`src/rtl/axis_arb_pkg.sv`:
```
// Shared types and the round-robin search used by the AXI-Stream packet arbiter.
// Supports up to ARB_MAX_PORTS requesters.
package axis_arb_pkg;

  typedef enum logic {
    IDLE = 1'b0,
    PKT  = 1'b1
  } arb_state_t;

  localparam int ARB_MAX_PORTS = 32;
  localparam int ARB_IDX_W     = 5;

  // Returns the first set bit of req searching upward from ptr+1, wrapping at nports;
  // the pointer itself is the last candidate so a lone requester always wins.
  function automatic int rr_next(
    input logic [ARB_MAX_PORTS-1:0] req,
    input int                       ptr,
    input int                       nports
  );
    int                   cand;
    logic [ARB_IDX_W-1:0] sel;
    logic                 found;
    rr_next = ptr;
    found   = 1'b0;
    for (int k = 1; k <= ARB_MAX_PORTS; k++) begin
      if (k <= nports) begin
        cand = (ptr + k) % nports;
        sel  = cand[ARB_IDX_W-1:0];
        if (!found && req[sel]) begin
          rr_next = cand;
          found   = 1'b1;
        end
      end
    end
  endfunction

endpackage

```
`src/rtl/axis_rr_arbiter_rr_pick.sv`:
```
// Combinational round-robin picker: rotate past ptr, priority-encode, un-rotate.
module rr_pick
  import axis_arb_pkg::*;
#(
  parameter  int P_NUM_PORTS = 4,
  localparam int P_ID_WIDTH  = $clog2(P_NUM_PORTS)
) (
  input  logic [P_NUM_PORTS-1:0] req,
  input  logic [P_ID_WIDTH-1:0]  ptr,
  output logic [P_ID_WIDTH-1:0]  gnt_id,
  output logic                   gnt_vld
);

  logic [ARB_MAX_PORTS-1:0] w_req;

  assign w_req   = ARB_MAX_PORTS'(req);
  assign gnt_id  = P_ID_WIDTH'(rr_next(w_req, int'(ptr), P_NUM_PORTS));
  assign gnt_vld = |req;

endmodule

```
`src/rtl/axis_rr_arbiter.sv`:
```
// Packet-aware round-robin AXI-Stream arbiter with a full-throughput output register.
// Optional AXIS_ARB_SRC_ID_EN adds m_axis_tid carrying the source port of each beat.
module axis_rr_arbiter
  import axis_arb_pkg::*;
#(
  parameter  int P_NUM_PORTS  = 4,
  parameter  int P_DATA_WIDTH = 16,
  localparam int P_ID_WIDTH   = $clog2(P_NUM_PORTS)
) (
  input  logic                              clk,
  input  logic                              rst,
  input  logic [P_NUM_PORTS-1:0]            s_axis_tvalid,
  output logic [P_NUM_PORTS-1:0]            s_axis_tready,
  input  logic [P_NUM_PORTS*P_DATA_WIDTH-1:0] s_axis_tdata,
  input  logic [P_NUM_PORTS-1:0]            s_axis_tlast,
  output logic                              m_axis_tvalid,
  input  logic                              m_axis_tready,
  output logic [P_DATA_WIDTH-1:0]           m_axis_tdata,
  output logic                              m_axis_tlast,
`ifdef AXIS_ARB_SRC_ID_EN
  output logic [P_ID_WIDTH-1:0]             m_axis_tid,
`endif
  output logic [P_ID_WIDTH-1:0]             grant_id,
  output logic                              busy
);

  arb_state_t              r_state;
  logic [P_ID_WIDTH-1:0]   r_rr_ptr;
  logic [P_ID_WIDTH-1:0]   r_grant;
  logic                    r_m_valid;
  logic [P_DATA_WIDTH-1:0] r_m_data;
  logic                    r_m_last;
`ifdef AXIS_ARB_SRC_ID_EN
  logic [P_ID_WIDTH-1:0]   r_m_tid;
`endif

  logic [P_ID_WIDTH-1:0]   w_pick_id;
  logic                    w_pick_vld;
  logic                    w_slot_ready;
  logic                    w_accept;
  logic [P_DATA_WIDTH-1:0] w_sel_data;
  logic                    w_sel_last;

  rr_pick #(
    .P_NUM_PORTS(P_NUM_PORTS)
  ) u_pick (
    .req    (s_axis_tvalid),
    .ptr    (r_rr_ptr),
    .gnt_id (w_pick_id),
    .gnt_vld(w_pick_vld)
  );

  // The output slot can take a beat when empty or when it is being drained this cycle.
  assign w_slot_ready = !r_m_valid || m_axis_tready;
  assign w_accept     = (r_state == PKT) && s_axis_tvalid[r_grant] && w_slot_ready;
  assign w_sel_data   = s_axis_tdata[r_grant*P_DATA_WIDTH +: P_DATA_WIDTH];
  assign w_sel_last   = s_axis_tlast[r_grant];

  always_comb begin
    s_axis_tready = '0;
    if (r_state == PKT) begin
      s_axis_tready[r_grant] = w_slot_ready;
    end
  end

  always_ff @(posedge clk) begin
    if (rst) begin
      r_state   <= IDLE;
      r_rr_ptr  <= P_ID_WIDTH'(P_NUM_PORTS - 1);
      r_grant   <= '0;
      r_m_valid <= 1'b0;
      r_m_data  <= '0;
      r_m_last  <= 1'b0;
`ifdef AXIS_ARB_SRC_ID_EN
      r_m_tid   <= '0;
`endif
    end else begin
      if (w_accept) begin
        r_m_valid <= 1'b1;
        r_m_data  <= w_sel_data;
        r_m_last  <= w_sel_last;
`ifdef AXIS_ARB_SRC_ID_EN
        r_m_tid   <= r_grant;
`endif
      end else if (m_axis_tready) begin
        r_m_valid <= 1'b0;
      end

      // Grant is locked from arbitration until the tlast beat is accepted.
      case (r_state)
        IDLE: begin
          if (w_pick_vld) begin
            r_grant <= w_pick_id;
            r_state <= PKT;
          end
        end
        PKT: begin
          if (w_accept && w_sel_last) begin
            r_rr_ptr <= r_grant;
            r_state  <= IDLE;
          end
        end
        default: r_state <= IDLE;
      endcase
    end
  end

  assign m_axis_tvalid = r_m_valid;
  assign m_axis_tdata  = r_m_data;
  assign m_axis_tlast  = r_m_last;
`ifdef AXIS_ARB_SRC_ID_EN
  assign m_axis_tid    = r_m_tid;
`endif
  assign grant_id      = r_grant;
  assign busy          = (r_state == PKT);

endmodule
```
`config.mk`:
```
export PLATFORM = sky130hd
export DESIGN_NAME = axis_rr_arbiter
export DESIGN_NICKNAME = d
export VERILOG_FILES = /design/src/rtl/axis_arb_pkg.sv /design/src/rtl/axis_rr_arbiter_rr_pick.sv /design/src/rtl/axis_rr_arbiter.sv
export SDC_FILE = /design/constraint.sdc
export NUM_CORES = 1
export LEC_CHECK = 0
export CORE_MARGIN = 2
export CORE_UTILIZATION = 35
export DETAILED_ROUTE_END_ITERATION = 10
export PLACE_DENSITY = 0.81
export SETUP_SLACK_MARGIN = 0.5
export SYNTH_ARGS = -nofsm -noshare
export SYNTH_HDL_FRONTEND = slang
export SYNTH_SLANG_ARGS = --single-unit
```
`constraint.sdc`:
```
create_clock -name clk -period 2.3 [get_ports clk]
set_input_delay 0.575 -clock clk [delete_from_list [all_inputs] [get_ports clk]]
set_output_delay 0.575 -clock clk [all_outputs]
set_load 0.02 [all_outputs]
```
# Yosys cells after proc, flatten, opt, wreduce, memory -nomap -nowiden
# Cells that the tools add are included.
[op_classes]
n_reduce_logical = 20
n_bitwise = 6
shifts = 1
add_sub_neg = 4
n_lt_le_gt_ge = 6
muxes = 27
[op_table]
columns = ["operator", "n"]
rows = [
  ["$shiftx A64 B7 Y16", 1],
  ["$lt A5 B6 Y1 const B", 4],
  ["$mux W1", 14],
  ["$bmux W1 S3", 4],
  ["$mux W2", 4],
  ["$reduce_or A2 Y1", 4],
  ["$logic_and A1 B1 Y1", 7],
  ["$add A2 B1 Y2 const B", 2],
  ["$add A2 B2 Y2 const B", 2],
  ["$and A1 B1 Y1 const A", 4],
  ["$and A4 B4 Y4", 1],
  ["$bmux W1 S2", 2],
  ["$logic_not A1 Y1", 4],
  ["$mux W4", 1],
  ["$reduce_and A2 Y1", 2],
  ["$reduce_or A4 Y1", 1],
  ["$lt A2 B3 Y1 const B", 1],
  ["$demux W1 S2", 1],
  ["$ge A2 B1 Y1 const B", 1],
  ["$pmux W1 S2", 1],
  ["$reduce_bool A2 Y1", 1],
  ["$logic_or A1 B1 Y1", 1],
  ["$not A1 Y1", 1],
]
[totals]
input_bits = 75
register_bits = 23
word_cells = 70

# Depth between registers and ports, before layout
[logic_depth]
depth_word = 15
depth_mapped = 6
depth_no_buf = 4

# Cells and area by module
# A second synthesis with hierarchy kept.
[unflattened]
hier_cells = 167
area_unflattened_um2 = 1647.8
[modules_own_cells]
columns = ["mod", "cells_each", "area_per_inst_um2", "instances", "seq_area_each_um2"]
rows = [
  ["axis_rr_arbiter", 153, 1575.3, 1, 460.4],
  ["rr_pick", 14, 72.6, 1, 0.0],
]

# Least setup slack after synthesis
# OpenSTA, ideal clock, no wires.
[synth_timing]
path_type = "register -> output"
start = "reg r_grant[0] (netlist: grant_id[0])"
end = "out s_axis_tready[1]"
arrival_time_ps = 1406
n_path_buf = 1
path_stages_with_launch = 4
path_slack_ps = 319
required_ps = 1725
path_cell_list = "dfxtp_1 > buf_2 > inv_1 > nor3_1"
[synth_between]
elab_chain_len = 6
elab_cells_between_ends = 7
classes_between = "order compare (2); mux (3); bitwise (1); reduce/logical (1)"
[synth_lines]
columns = ["item", "line_no", "text"]
rows = [
  ["from (decl)", "axis_rr_arbiter.sv:29", "logic [P_ID_WIDTH-1:0] r_grant;"],
  ["from (signal assigned)", "axis_rr_arbiter.sv:93", "r_grant <= w_pick_id;"],
  ["$lt A2 B3 Y1 (implied by the code) or $ge A2 B1 Y1 (tied branches)", "axis_rr_arbiter.sv:62", "s_axis_tready[r_grant] = w_slot_ready;"],
  ["$logic_and A1 B1 Y1 (implied by the code)", "axis_rr_arbiter.sv:62", ""],
  ["$mux W1 (implied by the code)", "axis_rr_arbiter.sv:62", ""],
  ["$demux W1 S2 *", "axis_rr_arbiter.sv:62", ""],
  ["$and A4 B4 Y4 (no line) *", "-", ""],
  ["$mux W4 *", "axis_rr_arbiter.sv:61", "if (r_state == PKT) begin"],
  ["to (decl)", "axis_rr_arbiter.sv:13", "output logic [P_NUM_PORTS-1:0] s_axis_tready,"],
]
# Mark *: on every way between the ends. The rest lies on a longest branch, timed or not.

# Worst setup path after layout
[layout_timing]
start = "in m_axis_tready"
end = "out s_axis_tready[2]"
[layout_between]
elab_chain_len = 3
[layout_lines]
columns = ["item", "line_no", "text"]
rows = [
  ["from (decl)", "axis_rr_arbiter.sv:17", "input logic m_axis_tready,"],
  ["$logic_or A1 B1 Y1", "axis_rr_arbiter.sv:54", "assign w_slot_ready = !r_m_valid || m_axis_tready;"],
  ["$and A4 B4 Y4 (no line)", "-", ""],
  ["$mux W4", "axis_rr_arbiter.sv:61", ""],
]
# Every way passes these cells.

==> results.md <==
Status:
- The flow ran to the end, and the final reports show no timing, DRC or antenna violations.

Cells and area:
- The net count reported at finish is 337.
- Relative to the synthesized area, the layout overhead comes to 92.5%.
- Once layout is done, the placed cells without fillers occupy 2690 sq um.
- Measured on the finished design, the core utilization comes to 0.719.
- For this run, the number of standard cells in the final layout without fillers is 309.
- 0 antenna diodes ended up in the layout.
- Of the cells placed in the final design, the portion with a size suffix greater than 1 is 0.238.

Global routing:
- The first-pass GRT wire length is 7.58 mm.
- The maximum number of pins on one net before global-route repair is 16.
- The overall overflow remaining after global route is 0.
- Across every metal layer, demand over resource in global routing totals 0.224.
- The initial antenna violation count is 0.
- The number of global-route vias before repair is 1623.

Worst setup path:
- Grouping stages by cell kind, the critical path spends the most delay in simple AND/OR/NAND/NOR gates.
- STA puts the critical path data arrival time at 1170 ps.
- The signal on the critical path passes through buf_2 -> nand2b_4 -> nand3_2 -> nor2_1 -> buf_4.
- The worst-path maximum fanout is 3.
- The total buffers and inverters traversed by the critical path is 2.
- For this design, the slowest cell found on the critical path is buf_4.
- The nature of the critical path endpoint is an output port.
- The start-to-end type of the worst setup path is in -> out.
- The maximum single-stage delay on the critical path is 150 ps.
- The worst endpoint required time is 1730 ps.
- The category of the worst setup path launch point is an input pin.

Place:
- The final weighted congestion of routability-driven global placement is 0.808.
- The number of cells in the design after placement is 293.
- The half-perimeter wire length of the detailed placement result is 3.55 mm.
- Once placement finished, the instance area stood at 2460 sq um.
- Before CTS, the worst setup slack after placement is -412 ps.
- Input and output buffers added on the ports amount to 99.

Routing:
- The residual antenna-violating net count after detailed routing is 0.
- The number of vias after detailed routing is 1617.
- For this block, the routed nets add up to 4.89 mm of wire.
- In the final routed layout, each cell accounts on average for 15.8 microns.
- The detail-routed via count per cell is 5.23.
- After detailed routing, the number of remaining DRC violations is 0.
- After the first detailed-routing iteration, the DRC count stood at 62.
- The first detailed-routing pass took 4 iterations.

Pwr:
- Of the total power, the share spent switching nets is 0.310.
- The switching component of the power is 0.394 mW.
- The power density normalized to cell area is 472 nW/um^2.
- The worst supply voltage drop on vdd is 400 uV.
- The leakage component of the power is 1.25 nW.
- Of the total power, registers draw 0.365.
- Internal power comes to 0.876 mW.
- The fraction of power consumed by the clock network is 0.203.
- The power after layout is 1.27 mW.
- The combinational share of power is 0.432.

STA:
- For the final database, setup skew stands at 7.65 ps.
- The smallest hold slack is 453 ps.
- The slew at the pin with the worst max-slew slack is 540 ps.
- The relative max-transition margin is 0.639.
- The final max-slew violation count was 0.
- In the finished design, the share of the clock period the worst path needs comes to 0.759.
- For the finished layout, the period the worst path requires is 1750 ps.
- The final number of hold-violating endpoints is 0.
- Setup repair after global routing left no endpoint under its margin.
- Setup violations remaining at the end of the flow were counted as 0.
- After routing, the total negative slack on setup checks comes to 0 ps.
- Once routing completed, OpenROAD measured the worst setup slack at 555 ps.
- The fmax is 0.573 GHz.

Yosys:
- The number of instances in the synthesized netlist is 148.
- The commonest cells after synthesis are nand2_1, a21oi_1, dfxtp_1.
- The share of the Yosys chip area taken by registers is 0.329.
- By area the synthesized netlist is led by dfxtp_1, mux4_2, nand2_1.
- The most common cell in the synthesized netlist is nand2_1.
- The mean instance size in the synthesized netlist is 9.44 sq um.
- Counting flops with a built-in enable in the synthesized netlist gives 0.
- The synthesized netlist occupies a cell area of 1400 sq um.
- The async set-or-reset flop fraction in the synthesized netlist is 0.
- Synthesis inferred 23 register bits.
- The number of nets handed over by synthesis was 223.
- The number of different library cells used by synthesis comes to 29.
- Of the post-synthesis cell area, the dominant cell type holds 0.329.
- The largest total area in the synthesized netlist belongs to dfxtp_1.
- In the synthesized netlist the dominant register cell turns out to be dfxtp_1.
- During synthesis, Yosys emitted a total of 0 warnings.

Job:
- The tool flagged a number of max-cap violations equal to 0.

Die:
- The core region is 3740 sq um.
- The initial utilization of the core area, before any placement, comes to 0.373.
- Row generation in the floorplan step produced 22 rows.
- The I/O pin count is 100.
- The floorplan step set the die width to 67.2 microns.
- The overall die area is 4510 sq um.
- The die outline height is 67.2 microns.

CTS:
- The clock tree buffer depth is 2.
- The clock tree from TritonCTS is done.
- The number of CTS-inserted buffers is 3.
- After clock tree synthesis, the flow added hold-fix buffers numbering 0.
- For the worst-skew pair, the clock arrives at the later sink with an insertion delay of 270 ps.
- In this run the number of H-tree levels came out at 1.
- The count of clock tree sinks is 23.
- Clock-pin slew was measured on the worst setup and hold paths at 90 ps.
- The root buffer cell is clkbuf_8.

Worst hold path:
- The path category of the worst min-delay check is reg -> reg.
final cells by class:
cell class	count	area, sq um
Clock buffer	3	41.3
Inverter	2	7.51
Sequential cell	23	467
Tap cell	48	60.1
Timing Repair Buffer	118	1170
Multi-Input combinational cell	114	943
Clock inverter	1	5.00
Fill cell	301	1050
final timing paths:
kind                            slack [ps]               end  depth (start not counted)       startpoint
worst max-delay path                   550  s_axis_tready[2]                          5    m_axis_tready
worst min-delay path                   450   m_axis_tdata[8]                          2  m_axis_tdata[8]
worst max register to register         560  m_axis_tdata[12]                          6      grant_id[1]
worst min register to register         450   m_axis_tdata[8]                          2  m_axis_tdata[8]
worst reg2reg max path: cells and delay by family (launching register included):
| family | cells | cell delay, ps |
|---|---|---|
| flip-flops | 1 | 390 |
| buffers and inverters | 2 | 320 |
| AND/OR/NAND/NOR | 2 | 250 |
| AO/OA/AOI/OAI | 1 | 60 |
| multiplexers | 1 | 590 |
kinds of logic after synthesis:
kind of cell / Yosys count / synth area share
simple gates: 62 / 0.198
compound gates: 30 / 0.123
flops: 23 / 0.329
mux: 19 / 0.297
buf+inv: 14 / 0.0528
cell usage in the layout (no fill, tap or decap), types with 3 or more instances in the layout:
cell type,netlist,layout
clkdlybuf4s50_1,0,69
mux4_2,18,18
buf_4,1,19
dlymetal6s2s_1,0,15
nor2_1,8,8
dfxtp_1,23,20
clkbuf_8,0,3
a21oi_1,23,23
dlygate4sd2_1,0,8
nand2_1,37,35
metal layers:
metal	global-route usage	vias up	routed length [microns]
met5	0	-	0
met2	0.433	72	2610
met1	0.245	770	1830
met4	0.0485	0	46
met3	0.0550	4	399
li1	-	771	-
power by group through the flow:
stage / sequential, mW / combinational, mW / clock [mW]
2_1_floorplan: 0.501 / 0.225 / 0
3_3_place_gp: 0.469 / 0.492 / 0
3_5_place_dp: 0.471 / 0.503 / 0
4_1_cts: 0.465 / 0.522 / 0.259
5_1_grt: 0.469 / 0.590 / 0.279
6_report: 0.464 / 0.548 / 0.257
registers in the layout (all words and copies together), names as in the netlist:
name,cells
m_axis_tlast,1
busy,1
m_axis_tvalid,1
grant_id,2
r_rr_ptr,2
m_axis_tdata,16
timing repair:
action	in CTS	in global routing
resized for setup	52	20
gates cloned	3	0
endpoints found under the setup margin	30	35
setup buffers	2	7
pin swaps	6	1
No activity file was read; power rests on OpenSTA's default activity.
